## src/rtl/pin_access_pkg.sv

```systemverilog
// pin_access_pkg: shared types and constants for the pin access engine.
//   state_e      - host-transaction FSM states
//   *_BIT / MSB  - field positions inside the host address byte
//   MAX_BANKS    - largest supported number of 8-pin banks
package pin_access_pkg;

  typedef enum logic [2:0] {
    ST_IDLE      = 3'd0,
    ST_WR_ACT    = 3'd1,
    ST_WR_COMMIT = 3'd2,
    ST_RD_ACT    = 3'd3,
    ST_RD_DONE   = 3'd4
  } state_e;

  localparam int unsigned OEA_BIT     = 7;
  localparam int unsigned AUTOINC_BIT = 6;
  localparam int unsigned SEL_BIT     = 4;
  localparam int unsigned ADDR_MSB    = 3;
  localparam int unsigned MAX_BANKS   = 16;

endpackage

```

## src/rtl/strobe_sync.sv

```systemverilog
// strobe_sync: multi-flop synchroniser for one asynchronous strobe, plus
// single-cycle rise/fall pulses derived from the synchronised copy.
//   clk, rst  - clock, asynchronous active-high reset
//   async_i   - asynchronous input
//   sync_o    - synchronised level (registered)
//   rise_c    - one-cycle pulse on a synchronised 0->1 transition
//   fall_c    - one-cycle pulse on a synchronised 1->0 transition
module strobe_sync #(
  parameter int unsigned STAGES  = 2,
  parameter logic        RST_VAL = 1'b1
) (
  input  logic clk,
  input  logic rst,
  input  logic async_i,
  output logic sync_o,
  output logic rise_c,
  output logic fall_c
);

  logic [STAGES-1:0] chain_q, chain_d;
  logic              prev_q, prev_d;

  // Shift chain; prev holds the last synced value for edge detection
  always_comb begin
    chain_d = {chain_q[STAGES-2:0], async_i};
    prev_d  = chain_q[STAGES-1];
  end

  // Reset to the idle level so no edge is seen coming out of reset
  always_ff @(posedge clk or posedge rst) begin
    if (rst) begin
      chain_q <= {STAGES{RST_VAL}};
      prev_q  <= RST_VAL;
    end else begin
      chain_q <= chain_d;
      prev_q  <= prev_d;
    end
  end

  assign sync_o = chain_q[STAGES-1];
  assign rise_c = chain_q[STAGES-1] & ~prev_q;
  assign fall_c = ~chain_q[STAGES-1] & prev_q;

endmodule

```

## src/rtl/pin_access_engine.sv

```systemverilog
// pin_access_engine: host-strobe driven access to NUM_BANKS x 8 pad output and
// output-enable registers, with snapshotted pin reads.
//   IFCLK, RST        - clock, asynchronous active-high reset
//   nRD, nWR, nD_A    - asynchronous host strobes / address-data select
//   D_I, D_O, D_OE    - host data in, read data out, read drive enable
//   RDY               - high while idle and ready for a new strobe
//   PINS_I            - pad input values (asynchronous)
//   PINS_O, PINS_OE   - registered pad output values and drive enables
module pin_access_engine
  import pin_access_pkg::*;
#(
  parameter int unsigned NUM_BANKS   = 16,
  parameter bit          SEL_ID      = 1'b0,
  parameter int unsigned SYNC_STAGES = 2
) (
  input  logic                   IFCLK,
  input  logic                   RST,
  input  logic                   nRD,
  input  logic                   nWR,
  input  logic                   nD_A,
  input  logic [7:0]             D_I,
  output logic [7:0]             D_O,
  output logic                   D_OE,
  output logic                   RDY,
  input  logic [8*NUM_BANKS-1:0] PINS_I,
  output logic [8*NUM_BANKS-1:0] PINS_O,
  output logic [8*NUM_BANKS-1:0] PINS_OE
);

  localparam int unsigned PIN_W = 8 * NUM_BANKS;
  localparam logic [ADDR_MSB:0] LAST_BANK = (ADDR_MSB+1)'(NUM_BANKS - 1);

  if (NUM_BANKS < 1 || NUM_BANKS > MAX_BANKS || SYNC_STAGES < 2) begin : g_bad_params
    $error("pin_access_engine: unsupported NUM_BANKS or SYNC_STAGES");
  end

  // Strobe synchronisers
  logic rd_sync, rd_rise_c, rd_fall_c;
  logic wr_sync, wr_rise_c, wr_fall_c;
  logic da_sync, da_rise_c, da_fall_c;

  strobe_sync #(.STAGES(SYNC_STAGES), .RST_VAL(1'b1)) u_rd_sync (
    .clk(IFCLK), .rst(RST), .async_i(nRD),
    .sync_o(rd_sync), .rise_c(rd_rise_c), .fall_c(rd_fall_c));
  strobe_sync #(.STAGES(SYNC_STAGES), .RST_VAL(1'b1)) u_wr_sync (
    .clk(IFCLK), .rst(RST), .async_i(nWR),
    .sync_o(wr_sync), .rise_c(wr_rise_c), .fall_c(wr_fall_c));
  strobe_sync #(.STAGES(SYNC_STAGES), .RST_VAL(1'b1)) u_da_sync (
    .clk(IFCLK), .rst(RST), .async_i(nD_A),
    .sync_o(da_sync), .rise_c(da_rise_c), .fall_c(da_fall_c));

  logic unused_sync_bits;
  assign unused_sync_bits = rd_sync ^ wr_sync ^ da_rise_c ^ da_fall_c;

  // State
  state_e                  state_q, state_d;
  logic                    is_addr_q, is_addr_d;
  logic [ADDR_MSB:0]       addr_q, addr_d;
  logic                    oea_q, oea_d;
  logic                    autoinc_q, autoinc_d;
  logic                    sel_q, sel_d;
  logic [PIN_W-1:0]        out_q, out_d;
  logic [PIN_W-1:0]        oe_q, oe_d;
  logic [7:0]              d_o_q, d_o_d;
  logic                    d_oe_q, d_oe_d;
  logic                    rdy_q, rdy_d;
  logic [SYNC_STAGES-1:0][PIN_W-1:0] pin_sync_q, pin_sync_d;

  logic [ADDR_MSB:0]       addr_inc;
  logic [7:0]              rd_byte;
  logic                    sel_hit;

  // Pin-input synchroniser chain
  always_comb begin
    pin_sync_d[0] = PINS_I;
    for (int unsigned i = 1; i < SYNC_STAGES; i++) begin
      pin_sync_d[i] = pin_sync_q[i-1];
    end
  end

  // Address helpers; out-of-range addresses read as zero and wrap to bank 0
  always_comb begin
    sel_hit  = (sel_q == SEL_ID);
    addr_inc = (addr_q >= LAST_BANK) ? '0 : addr_q + 1'b1;
    rd_byte  = 8'h00;
    for (int unsigned b = 0; b < NUM_BANKS; b++) begin
      if (addr_q == (ADDR_MSB+1)'(b)) rd_byte = pin_sync_q[SYNC_STAGES-1][8*b +: 8];
    end
  end

  // Transaction FSM and register updates
  always_comb begin
    state_d   = state_q;
    is_addr_d = is_addr_q;
    addr_d    = addr_q;
    oea_d     = oea_q;
    autoinc_d = autoinc_q;
    sel_d     = sel_q;
    out_d     = out_q;
    oe_d      = oe_q;
    d_o_d     = d_o_q;
    d_oe_d    = d_oe_q;

    case (state_q)
      ST_IDLE: begin
        // Write has priority when both strobes fall together
        if (wr_fall_c) begin
          state_d   = ST_WR_ACT;
          is_addr_d = da_sync;
        end else if (rd_fall_c) begin
          state_d = ST_RD_ACT;
          if (sel_hit) begin
            d_o_d  = rd_byte;
            d_oe_d = 1'b1;
          end
        end
      end
      ST_WR_ACT: begin
        if (wr_rise_c) state_d = ST_WR_COMMIT;
      end
      ST_WR_COMMIT: begin
        state_d = ST_IDLE;
        if (is_addr_q) begin
          oea_d     = D_I[OEA_BIT];
          autoinc_d = D_I[AUTOINC_BIT];
          sel_d     = D_I[SEL_BIT];
          addr_d    = D_I[ADDR_MSB:0];
        end else begin
          if (sel_hit) begin
            for (int unsigned b = 0; b < NUM_BANKS; b++) begin
              if (addr_q == (ADDR_MSB+1)'(b)) begin
                if (oea_q) oe_d[8*b +: 8] = D_I;
                else       out_d[8*b +: 8] = D_I;
              end
            end
          end
          if (autoinc_q) addr_d = addr_inc;
        end
      end
      ST_RD_ACT: begin
        if (rd_rise_c) begin
          state_d = ST_RD_DONE;
          d_oe_d  = 1'b0;
        end
      end
      ST_RD_DONE: begin
        state_d = ST_IDLE;
        if (autoinc_q) addr_d = addr_inc;
      end
      default: state_d = ST_IDLE;
    endcase

    rdy_d = (state_d == ST_IDLE);
  end

  always_ff @(posedge IFCLK or posedge RST) begin
    if (RST) begin
      state_q    <= ST_IDLE;
      is_addr_q  <= 1'b0;
      addr_q     <= '0;
      oea_q      <= 1'b0;
      autoinc_q  <= 1'b0;
      sel_q      <= 1'b0;
      out_q      <= '0;
      oe_q       <= '0;
      d_o_q      <= 8'h00;
      d_oe_q     <= 1'b0;
      rdy_q      <= 1'b1;
      pin_sync_q <= '0;
    end else begin
      state_q    <= state_d;
      is_addr_q  <= is_addr_d;
      addr_q     <= addr_d;
      oea_q      <= oea_d;
      autoinc_q  <= autoinc_d;
      sel_q      <= sel_d;
      out_q      <= out_d;
      oe_q       <= oe_d;
      d_o_q      <= d_o_d;
      d_oe_q     <= d_oe_d;
      rdy_q      <= rdy_d;
      pin_sync_q <= pin_sync_d;
    end
  end

  assign PINS_O  = out_q;
  assign PINS_OE = oe_q;
  assign D_O     = d_o_q;
  assign D_OE    = d_oe_q;
  assign RDY     = rdy_q;

endmodule

```

## config.mk

```make
export PLATFORM = sky130hd
export DESIGN_NAME = pin_access_engine
export DESIGN_NICKNAME = d
export VERILOG_FILES = /design/src/rtl/pin_access_pkg.sv /design/src/rtl/strobe_sync.sv /design/src/rtl/pin_access_engine.sv
export SDC_FILE = /design/constraint.sdc
export NUM_CORES = 1
export LEC_CHECK = 0
export ABC_CLOCK_PERIOD_IN_PS = 26700
export CAP_MARGIN = 20
export CORE_ASPECT_RATIO = 0.7
export CORE_MARGIN = 8
export CORE_UTILIZATION = 40
export CTS_BUF_LIST = sky130_fd_sc_hd__clkbuf_16
export CTS_CLUSTER_SIZE = 30
export DETAILED_ROUTE_END_ITERATION = 10
export PLACE_DENSITY = 0.65
export SLEW_MARGIN = 0
export SYNTH_ARGS = -nofsm -noshare
export SYNTH_HDL_FRONTEND = slang
export SYNTH_HIERARCHICAL = 1
export SYNTH_SLANG_ARGS = --single-unit
```

## constraint.sdc

```tcl
create_clock -name IFCLK -period 26.7 [get_ports IFCLK]
set_clock_uncertainty 0.2 [all_clocks]
set_input_delay 5.34 -clock IFCLK [delete_from_list [all_inputs] [get_ports IFCLK]]
set_output_delay 5.34 -clock IFCLK [all_outputs]
set_load 0.1 [all_outputs]
```

[After elaboration in Yosys (flattened, before gate mapping)]
Cells that the tools add are included.
Storage, ports and cells
  flip-flop bits (word level): 541
  latch bits: 0
  RAM bits: 0
  bits in read-only memories: 0
  bits of input ports: 141
  output and inout port bits: 266
  word-level logic and storage cells: 156
  memories kept: 0
Operators by class
  $add $sub $neg: 1
  multiply operators: 0
  divide/modulo/power cells: 0
  magnitude comparators: 1
  equal/unequal tests: 23
  shift operators: 0
  multiplexer cells: 30
  bitwise logic cells: 12
  reductions and logical operators: 41
Operator list (count)
  5-bit AND reduction: 33
  8-bit 2-to-1 mux: 16
  4-bit == test (second input constant): 8
  4-bit by 3-bit == test with 1-bit output (second input constant): 4
  3-bit 2-to-1 mux: 4
  4-bit 2-to-1 mux: 3
  3-bit one-hot mux with 3 select lines: 1
  4-bit by 2-bit == test with 1-bit output (second input constant): 2
  2-bit inequality test (second input constant): 4
  1-bit inverter: 8
  4-bit one-hot mux with 2 select lines: 1
  3-bit by 2-bit == test with 1-bit output (second input constant): 2
  3-bit logical NOT: 2
  4-bit by 1-bit adder with 4-bit output (second input constant): 1
  1-bit bitwise AND: 4
  4-bit by 1-bit == test with 1-bit output (second input constant): 1
  4-bit greater-or-equal comparator (second input constant): 1
  4-bit logical NOT: 1
  1-bit 2-to-1 mux: 4
  2-bit AND reduction: 2
  4-bit AND reduction: 1
  2-bit nonzero test: 2
  3-bit by 1-bit == test with 1-bit output (second input constant): 1
  3-bit == test (second input constant): 1
  1-bit one-hot mux with 2 select lines: 1

[Logic depth before layout (Yosys ltp)]
  depth after elaboration: 17
  mapped depth: 10
  depth with buffers taken out: 7

[Modules after synthesis]
The synthesis kept the hierarchy.
Modules (own cells, without submodules)
  pin_access_engine: times used 1, cells an instance 1163, area an instance 18672.9 µm²
  strobe_sync: times used 3, cells an instance 6, area an instance 97.6 µm²

[Worst setup path after synthesis]
No wires, ideal clock.
  kind: flip-flop to output port
  from: reg d_o_q[7] (netlist: D_O[7])
  to: out D_O[7]
  arrival: 898 ps
  required time: 21160 ps
  path slack: 20262 ps
  stages on the path, launching flop included: 1
  buffers on the path: 0
  cell sequence: dfrtp_1
RTL lines
  start, declared: RTL line pin_access_engine.sv:64  | logic [7:0] d_o_q, d_o_d;
  start signal, assigned: RTL line pin_access_engine.sv:179  | d_o_q <= d_o_d;
  end, declared: RTL line pin_access_engine.sv:22  | output logic [7:0] D_O,
No word-level cell between the ends.

==> impl_metrics.json <==
{
  "cts_tree": "yes",
  "worstSetupStartpoint": "RST",
  "fin_crit_sh_pct": 32.91,
  "switchingPower_uw": 1299,
  "crit_chain": "clkdlybuf4s50_1, inv_8, buf_12, buf_4, buf_4",
  "end_kind": "async pin",
  "routabilityCongestion": 0.8492,
  "worst_ep_required_time_ps": 27100,
  "cpPeakStageDelay_ps": 840,
  "cap_violations": 0,
  "area.growth.synth_to_final_pct": 33.83,
  "relSlewSlack_pct": 28.38,
  "cts_resized": 0,
  "top_usage_layer": "met2",
  "place_inst": 2153,
  "max_freq_mhz": 113.8,
  "hold_viol": 0,
  "holdWs_ps": 142.1,
  "cp_common_cell": "buf_4",
  "cts.reportedPaths.clkPinSlew_ps": 70,
  "p_int_uw": 1637,
  "remaining_drc_errors": 0,
  "slew_viol_final": 0,
  "crit_cells": 5,
  "reg2reg_to": "PINS_O[121]$_DFFE_PP0P_",
  "initial_utilization_pct": 40.63,
  "ctsHoldBuffers": 0,
  "p_comb_share_pct": 41.7,
  "rsz0062_at_grt": "no",
  "worstMarginPinSlew_ps": 1071,
  "cp-start-kind": "primary input",
  "use_met2_pct": 30.40,
  "root_buffer": "clkbuf_16",
  "fp.dieW_um": 276.0,
  "wl_per_cell_um": 23.87,
  "r2r_setup_slack_ps": 23190,
  "crit_fanout": 188,
  "first_pass_iters": 5,
  "status": "completed",
  "min-delay-start": "pin_sync_d[148]$_DFF_PP0_",
  "syn_area_um2": 18920,
  "hp-class": "reg -> reg",
  "syn-num-nets": 1323,
  "setup_violations": 0,
  "overflow": 0,
  "setup.worst_path.class": "in -> async",
  "mostFrequentLayoutCell": "dfrtp_1",
  "grt_usage_pct": 19.30,
  "antenna_left": 0,
  "syn_area_per_cell_um2": 16.06,
  "antenna_found_initial": 6,
  "holdPathStages": 0,
  "drt-initial-drc-count": 756,
  "fill_cells": 3753,
  "layout.nets": 1739,
  "clk_latency_ps": 580,
  "cts_buffers": 51,
  "vias": 11550,
  "crit_slowest_cell": "buf_4",
  "io_buffers": 406,
  "seqPwrFrac_pct": 34.1,
  "final_cell_count_no_fill": 2249,
  "use_met1_pct": 26.62,
  "irDropWorstVdd_v": 0.0001065,
  "htreeDepth": 2,
  "rows": 66,
  "routed_wl_um": 53690,
  "syn_inst": 1178,
  "sw_frac_of_total_pct": 44.24,
  "io_pins": 407,
  "crit_family": "buffers and inverters",
  "first_global_vias": 12380,
  "grt_pass1_wl_um": 79840,
  "cp.arrival_ps": 9190,
  "drive_gt1_share_pct": 25.08,
  "critPathBufInv": 5,
  "hpwl_um": 37190,
  "endpoint": "pin_sync_d[156]$_DFF_PP0_",
  "setup_tns_ps": 0,
  "yosysWarnings": 6,
  "clock-sinks": 541,
  "dieArea_um2": 54640,
  "viasPerCell": 5.135,
  "grt_max_degree": 189,
  "leakagePower_uw": 0.01126,
  "worstRegToRegCells": 5,
  "min_period_ps": 8786,
  "post_cts.repair.setup_buffers": 0,
  "rr_startpoint": "addr_q[1]$_DFFE_PP0P_",
  "p_clk_share_pct": 24.2,
  "cts.path.max_buffers": 3,
  "use_met3_pct": 5.460,
  "layout_common_cells": "dfrtp_1 (532), clkdlybuf4s50_1 (402), mux2_2 (258), clkbuf_16 (51), a21oi_1 (30)",
  "die_y_um": 198.0,
  "core_um2": 46570,
  "power.density_nw_per_um2": 115.9
}
==> power groups by stage <==
stage	Clock [uW]	Combinational (uW)	Sequential, uW
floorplan	0	274	1620
global placement	0	1210	1010
detailed placement	0	1220	1020
CTS	728	1230	1000
global route	763	1270	1020
finish	711	1220	1000
==> how the worst min path moves through the flow <==
| stage | endpoint |
|---|---|
| after floorplan | pin_sync_q[128]$_DFF_PP0_ |
| after global placement | pin_sync_q[193]$_DFF_PP0_ |
| after detailed placement | pin_sync_q[154]$_DFF_PP0_ |
| after CTS | pin_sync_q[230]$_DFF_PP0_ |
| after global routing | pin_sync_q[248]$_DFF_PP0_ |
| final | pin_sync_q[148]$_DFF_PP0_ |
==> stage by stage <==
| step | setup WS (ps) | area, um2 | total power, uW | utilization, % |
|---|---|---|---|---|
| 6_report | 17910 | 25330 | 2936 | 54.38 |
| 5_1_grt | 17300 | 25320 | 3045 | 54.37 |
| 4_1_cts | 17840 | 25320 | 2957 | 54.37 |
| 3_5_place_dp | 17210 | 23660 | 2239 | 50.80 |
| 3_3_place_gp | 17310 | 23650 | 2225 | 50.77 |
| 2_1_floorplan | 6266 | 18920 | 1892 | - |
==> final cells by class <==
cell class                      count  area (um2)  share of cell area, %
Inverter                           20       82.58                 0.3261
Tap cell                          612       765.7                  3.023
Multi-Input combinational cell    551        5027                  19.85
Timing Repair Buffer              429        4233                  16.71
Antenna cell                        2       5.005                0.01976
Sequential cell                   541       13550                  53.50
Clock inverter                     43       387.9                  1.531
Clock buffer                       51        1276                  5.039
==> registers in the layout, summed over array words and instances, names as in the netlist, 3 cells and up <==
register,flops
addr_q,4
PINS_O,128
pin_sync_q,128
pin_sync_d,128
PINS_OE,128
state_q,3
D_O,8
==> per-layer routing <==
layer | vias to the layer above | wire length, um
met5 | - | 58
met4 | 8 | 977
met3 | 73 | 4278
met2 | 422 | 24620
met1 | 6025 | 23750
li1 | 5021 | -
==> worst register-to-register path: cells and delay by family, from the launching register on <==
family	cells	cell delay, ps
simple gates	2	1120
mux	1	400
flops	1	460
fa+ha+maj	1	710
buf+inv	1	510
No activity file was read; power rests on OpenSTA's default activity.
